--- src/rtl/i2c_reg_sequencer.sv ---
// I2C byte -> 6-bit register bus sequencer: ADDR/DATA/CLRERR decode, read-back, ACK timeout.
// Define PIF_PTR_AUTOINC_EN to auto-increment the pointer after every acked access.
module i2c_reg_sequencer #(
  parameter int DATA_BITS = 6,
  parameter int TIMEOUT   = 255,
  parameter int PTR_RESET = 0
) (
  input  logic                 i_clk,
  input  logic                 i_rst,
  input  logic [7:0]           i_rx_data,
  input  logic                 i_rx_valid,
  output logic                 o_rx_ready,
  input  logic                 i_rx_stop,
  input  logic                 i_tx_req,
  output logic [7:0]           o_tx_data,
  output logic                 o_tx_valid,
  output logic [DATA_BITS-1:0] o_reg_addr,
  output logic [DATA_BITS-1:0] o_reg_wdata,
  output logic                 o_reg_we,
  output logic                 o_reg_re,
  input  logic [DATA_BITS-1:0] i_reg_rdata,
  input  logic                 i_reg_ack,
  output logic                 o_busy,
  output logic                 o_err
);

  typedef enum logic [1:0] {
    S_IDLE,
    S_WRITE,
    S_READ,
    S_TXOUT
  } state_t;

  localparam int CW = (TIMEOUT < 2) ? 1 : $clog2(TIMEOUT);
  localparam logic [CW-1:0] CNT_LAST = CW'(TIMEOUT - 1);
  localparam logic [DATA_BITS-1:0] PTR_INIT = DATA_BITS'(PTR_RESET);

  localparam logic [1:0] OP_ADDR = 2'b00;
  localparam logic [1:0] OP_DATA = 2'b01;
  localparam logic [1:0] OP_CLR  = 2'b10;

  state_t               r_state;
  state_t               w_state_nxt;
  logic                 r_run;
  logic [DATA_BITS-1:0] r_ptr;
  logic [DATA_BITS-1:0] w_ptr_nxt;
  logic [DATA_BITS-1:0] r_wdata;
  logic [DATA_BITS-1:0] w_wdata_nxt;
  logic [7:0]           r_tx_data;
  logic [7:0]           w_tx_data_nxt;
  logic [CW-1:0]        r_cnt;
  logic [CW-1:0]        w_cnt_nxt;
  logic                 r_err;
  logic                 w_err_nxt;

  logic [1:0]           w_op;
  logic [DATA_BITS-1:0] w_payload;
  logic                 w_idle;
  logic                 w_rx_fire;
  logic                 w_timeout;
  logic [DATA_BITS-1:0] w_ptr_inc;
  logic                 w_unused;

  // STOP carries no action: pointer is kept and in-flight accesses finish.
  assign w_unused  = i_rx_stop;

  assign w_op      = i_rx_data[7:6];
  assign w_payload = i_rx_data[DATA_BITS-1:0];
  assign w_idle    = (r_state == S_IDLE);
  assign w_rx_fire = r_run & w_idle & i_rx_valid;
  assign w_timeout = (r_cnt == CNT_LAST);

`ifdef PIF_PTR_AUTOINC_EN
  assign w_ptr_inc = r_ptr + 1'b1;
`else
  assign w_ptr_inc = r_ptr;
`endif

  always_ff @(posedge i_clk or posedge i_rst) begin
    if (i_rst) begin
      r_state   <= S_IDLE;
      r_run     <= 1'b0;
      r_ptr     <= PTR_INIT;
      r_wdata   <= '0;
      r_tx_data <= '0;
      r_cnt     <= '0;
      r_err     <= 1'b0;
    end else begin
      r_state   <= w_state_nxt;
      r_run     <= 1'b1;
      r_ptr     <= w_ptr_nxt;
      r_wdata   <= w_wdata_nxt;
      r_tx_data <= w_tx_data_nxt;
      r_cnt     <= w_cnt_nxt;
      r_err     <= w_err_nxt;
    end
  end

  always_comb begin
    w_state_nxt   = r_state;
    w_ptr_nxt     = r_ptr;
    w_wdata_nxt   = r_wdata;
    w_tx_data_nxt = r_tx_data;
    w_cnt_nxt     = r_cnt;
    w_err_nxt     = r_err;
    unique case (r_state)
      S_IDLE: begin
        // An RX byte takes priority; a pending TX_REQ waits one more IDLE cycle.
        if (w_rx_fire) begin
          unique case (1'b1)
            (w_op == OP_ADDR): w_ptr_nxt = w_payload;
            (w_op == OP_DATA): begin
              w_wdata_nxt = w_payload;
              w_cnt_nxt   = '0;
              w_state_nxt = S_WRITE;
            end
            (w_op == OP_CLR): w_err_nxt = 1'b0;
            default: w_err_nxt = 1'b1;
          endcase
        end else if (r_run && i_tx_req) begin
          w_cnt_nxt   = '0;
          w_state_nxt = S_READ;
        end
      end
      S_WRITE: begin
        if (i_reg_ack) begin
          w_ptr_nxt   = w_ptr_inc;
          w_state_nxt = S_IDLE;
        end else if (w_timeout) begin
          w_err_nxt   = 1'b1;
          w_state_nxt = S_IDLE;
        end else begin
          w_cnt_nxt = r_cnt + 1'b1;
        end
      end
      S_READ: begin
        // A timed-out read still answers the slave, with 8'hFF.
        if (i_reg_ack) begin
          w_tx_data_nxt = {2'b01, i_reg_rdata};
          w_ptr_nxt     = w_ptr_inc;
          w_state_nxt   = S_TXOUT;
        end else if (w_timeout) begin
          w_tx_data_nxt = 8'hFF;
          w_err_nxt     = 1'b1;
          w_state_nxt   = S_TXOUT;
        end else begin
          w_cnt_nxt = r_cnt + 1'b1;
        end
      end
      S_TXOUT: w_state_nxt = S_IDLE;
      default: w_state_nxt = S_IDLE;
    endcase
  end

  assign o_rx_ready  = r_run & w_idle;
  assign o_busy      = ~w_idle;
  assign o_reg_we    = (r_state == S_WRITE);
  assign o_reg_re    = (r_state == S_READ);
  assign o_tx_valid  = (r_state == S_TXOUT);
  assign o_tx_data   = r_tx_data;
  assign o_reg_addr  = r_ptr;
  assign o_reg_wdata = r_wdata;
  assign o_err       = r_err;

endmodule

--- config.mk ---
export PLATFORM = sky130hd
export DESIGN_NAME = i2c_reg_sequencer
export DESIGN_NICKNAME = d
export VERILOG_FILES = /design/src/rtl/i2c_reg_sequencer.sv
export SDC_FILE = /design/constraint.sdc
export NUM_CORES = 1
export LEC_CHECK = 0
export CAP_MARGIN = 5
export CORE_ASPECT_RATIO = 1.1
export CORE_MARGIN = 2
export CORE_UTILIZATION = 50
export CTS_CLUSTER_SIZE = 24
export DETAILED_ROUTE_END_ITERATION = 10
export DONT_BUFFER_PORTS = 1
export MAX_ROUTING_LAYER = met4
export SLEW_MARGIN = 20
export SYNTH_ARGS = -nofsm -noshare
export SYNTH_HDL_FRONTEND = slang
export SYNTH_SLANG_ARGS = --single-unit
--- constraint.sdc ---
create_clock -name i_clk -period 2.7 [get_ports i_clk]
set_input_delay 0.27 -clock i_clk [delete_from_list [all_inputs] [get_ports i_clk]]
set_output_delay 0.27 -clock i_clk [all_outputs]
set_load 0.02 [all_outputs]
==> qor.yml <==
run_status:
  status: "complete, no violations"
job:
  timing.max_cap.violations: 0
clock_tree:
  cts_sinks: 32
  clock_latency_ns: 0.33
  clockRootBuffer: "clkbuf_4"
  cts_tree: "built"
  numCtsBuffers: 5
  htree_levels: 2
  clock_path_buffers: 2
  clkTransAtPathRegs_ns: 0.10
  postCtsSetupBuffers: 0
routing:
  route.detailed.drc: 0
  postRouteAntennaNets: 0
  vias: 1093
  first_pass_iters: 4
  wl_per_cell_um: 16.3
  drt_first_iter_violations: 33
  wirelength_um: 2930
  via_per_inst: 6.07
grt:
  grt_max_degree: 33
  grt_pass1_vias: 1097
  antenna_found_initial: 0
  globalRouteOverflowTotal: 0
  grt_pass1_wl_um: 5130
  grt.total_usage_pct: 19.1
die:
  die_height_um: 62.2
  initial_core_util_pct: 51.5
  core_area_um2: 3000
  io_pins: 46
  fp.dieW_um: 56.9
  rows: 21
  dieArea_um2: 3540
synthesis:
  synth.net_count: 165
  syn-cell-area_um2: 1540
  avgSynthCellArea_um2: 11.2
  async_flop_share_pct: 100
  yosys_warnings: 0
  ys_seq_elements: 32
  seq_area_frac_synth_pct: 51.9
  synth_cells: 138
  yosysUniqueCellTypes: 35
  ys.flop_type: "dfrtp_1"
  synth_edf_count: 0
timing:
  finalSetupViolCount: 0
  fin_crit_sh_pct: 75.7
  setup_tns_ns: 0
  worstMarginPinSlew_ns: 0.542
  min_period_ns: 2.04
  finalHoldViolCount: 0
  skew_ns: 0.0105
  rsz0062_at_grt: "no"
  whs_ns: 0.0317
  slew_viol_final: 0
  slew_headroom_pct: 63.7
  fmax_mhz: 489
worst_setup_path:
  required_ns: 2.95
  worstPathMaxFanout: 8
  critPathCaptureType: "flop"
  cp-start-kind: "flop"
  cp.arrival_ns: 2.30
  path_class: "reg2reg"
final_layout:
  layout-drive-gt1-share_pct: 17.1
  n_antenna_cell: 0
  final_common_cell: "dfrtp_1"
  final_nets: 172
  final_core_util_pct: 56.4
  fillCellCount: 280
  layout_common_cells: "32 x dfrtp_1, 13 x mux2_2, 10 x inv_1"
  synthToLayoutAreaGrowth_pct: 9.58
power_and_ir_drop:
  p_leak_nw: 0.727
  p_int_w: 0.00117
  p_switching_w: 0.000828
  ir_drop_mv: 0.844
  pwr-share-comb_pct: 32.3
  pwr-share-seq_pct: 47.5
  power.density_nw_per_um2: 1180
  clockPowerShare_pct: 20.2
  p_sw_share_pct: 41.4
place:
  numPortBuffers: 0
  dp_hpwl_um: 2190
  gp_congestion: 0.820
worst_hold_path:
  hold_path_class: "in2reg"
[final timing paths]
check | slack [ns] | cells after the start | start | to
hold reg to reg | 0.56 | 2 | r_cnt[7]$_DFFE_PP0P_ | r_cnt[7]$_DFFE_PP0P_
hold / removal | 0.03 | 1 | i_rx_data[7] | o_err$_DFFE_PP0P_
min in group asynchronous | 0.45 | 3 | i_rst | o_tx_data[0]$_DFFE_PP0P_
setup reg to reg | 0.66 | 6 | r_state[0]$_DFFE_PP0P_ | r_cnt[7]$_DFFE_PP0P_
setup / recovery | 0.66 | 6 | r_state[0]$_DFFE_PP0P_ | r_cnt[7]$_DFFE_PP0P_
max in group asynchronous | 1.95 | 3 | i_rst | o_reg_wdata[1]$_DFFE_PP0P_
[power groups by stage]
stage          clock [W]  sequential (W)  combinational, W
6_report        0.000403        0.000949          0.000645
2_1_floorplan          0        0.000923          0.000544
4_1_cts         0.000414        0.000951          0.000653
3_5_place_dp           0        0.000958          0.000651
3_3_place_gp           0        0.000955          0.000637
5_1_grt         0.000436        0.000973          0.000733
[routing by layer]
layer	GRT usage (%)	share of wire [%]	up-vias
met2	29.2	51	34
met4	6.98	1.5	0
met5	-	0	-
met3	6.04	7.6	6
li1	-	-	514
met1	24.0	40	539
[kinds of logic (layout without fill, tap and decap cells)]
| family | count (synthesis) | after routing | share of synthesized area, % |
|---|---|---|---|
| multiplexers | 15 | 15 | 10.8 |
| flip-flops | 32 | 32 | 51.9 |
| AND/OR/NAND/NOR | 34 | 34 | 11.6 |
| other | 1 | 1 | 0.243 |
| adder cells (fa/ha/maj) | 7 | 7 | 5.68 |
| AO/OA/AOI/OAI | 37 | 37 | 16.8 |
| buffers and inverters | 12 | 20 | 2.92 |
[critical path, stage by stage, from the launching register on]
cell and delay (ns):
dfrtp_1 0.40, inv_1 0.10, ha_1 0.29, nor2b_1 0.19, a311o_1 0.43, or3_1 0.40
o211ai_1 0.16
[per-stage QoR]
stage	cell area [um^2]	setup slack (ns)	power, W	instances
finish	1690	0.655	0.00200	180
global route	1690	0.488	0.00214	180
CTS	1690	0.641	0.00202	180
detailed placement	1580	0.655	0.00161	171
global placement	1580	0.705	0.00159	171
floorplan	1540	0.835	0.00147	138
[layout make-up]
| type | count | area (um^2) | area share, % |
|---|---|---|---|
| inverter | 10 | 37.5 | 2.22 |
| clock buffer | 7 | 65.1 | 3.85 |
| tap | 34 | 42.5 | 2.52 |
| multi-input combinational | 94 | 696 | 41.2 |
| timing repair buffer | 2 | 17.5 | 1.04 |
| sequential | 32 | 801 | 47.4 |
| clock inverter | 1 | 30.0 | 1.78 |
[repair_timing]
| action | 4_1_cts | 5_1_grt |
|---|---|---|
| hold endpoints to repair | 32 | 0 |
| resized for setup | 0 | 0 |
| hold buffers | 1 | 0 |
[sequential cells by signal (all words and copies together) (netlist names)]
| signal | flops |
|---|---|
| r_run | 1 |
| o_err | 1 |
| r_state | 2 |
| r_cnt | 8 |
| o_reg_wdata | 6 |
| o_reg_addr | 6 |
| o_tx_data | 8 |
[cells in the mapped netlist (2+ instances only)]
master	instances	area share, %
dfrtp_1	32	52
nand3_1	7	2.3
mux2i_1	2	1.3
and2_1	2	0.81
nor2b_1	2	0.81
nor2_1	7	1.7
a31oi_1	2	0.81
o21ai_0	6	1.9
inv_1	10	2.4
o31ai_1	2	0.97
mux2_2	13	9.5
nand2_1	5	1.2
ha_1	7	5.7
a21oi_1	9	2.9
clkbuf_1	2	0.49
nand2b_1	3	1.2
o22a_1	6	3.4
o211ai_1	4	1.9
Note: power is estimated with default switching activity, not from simulation.
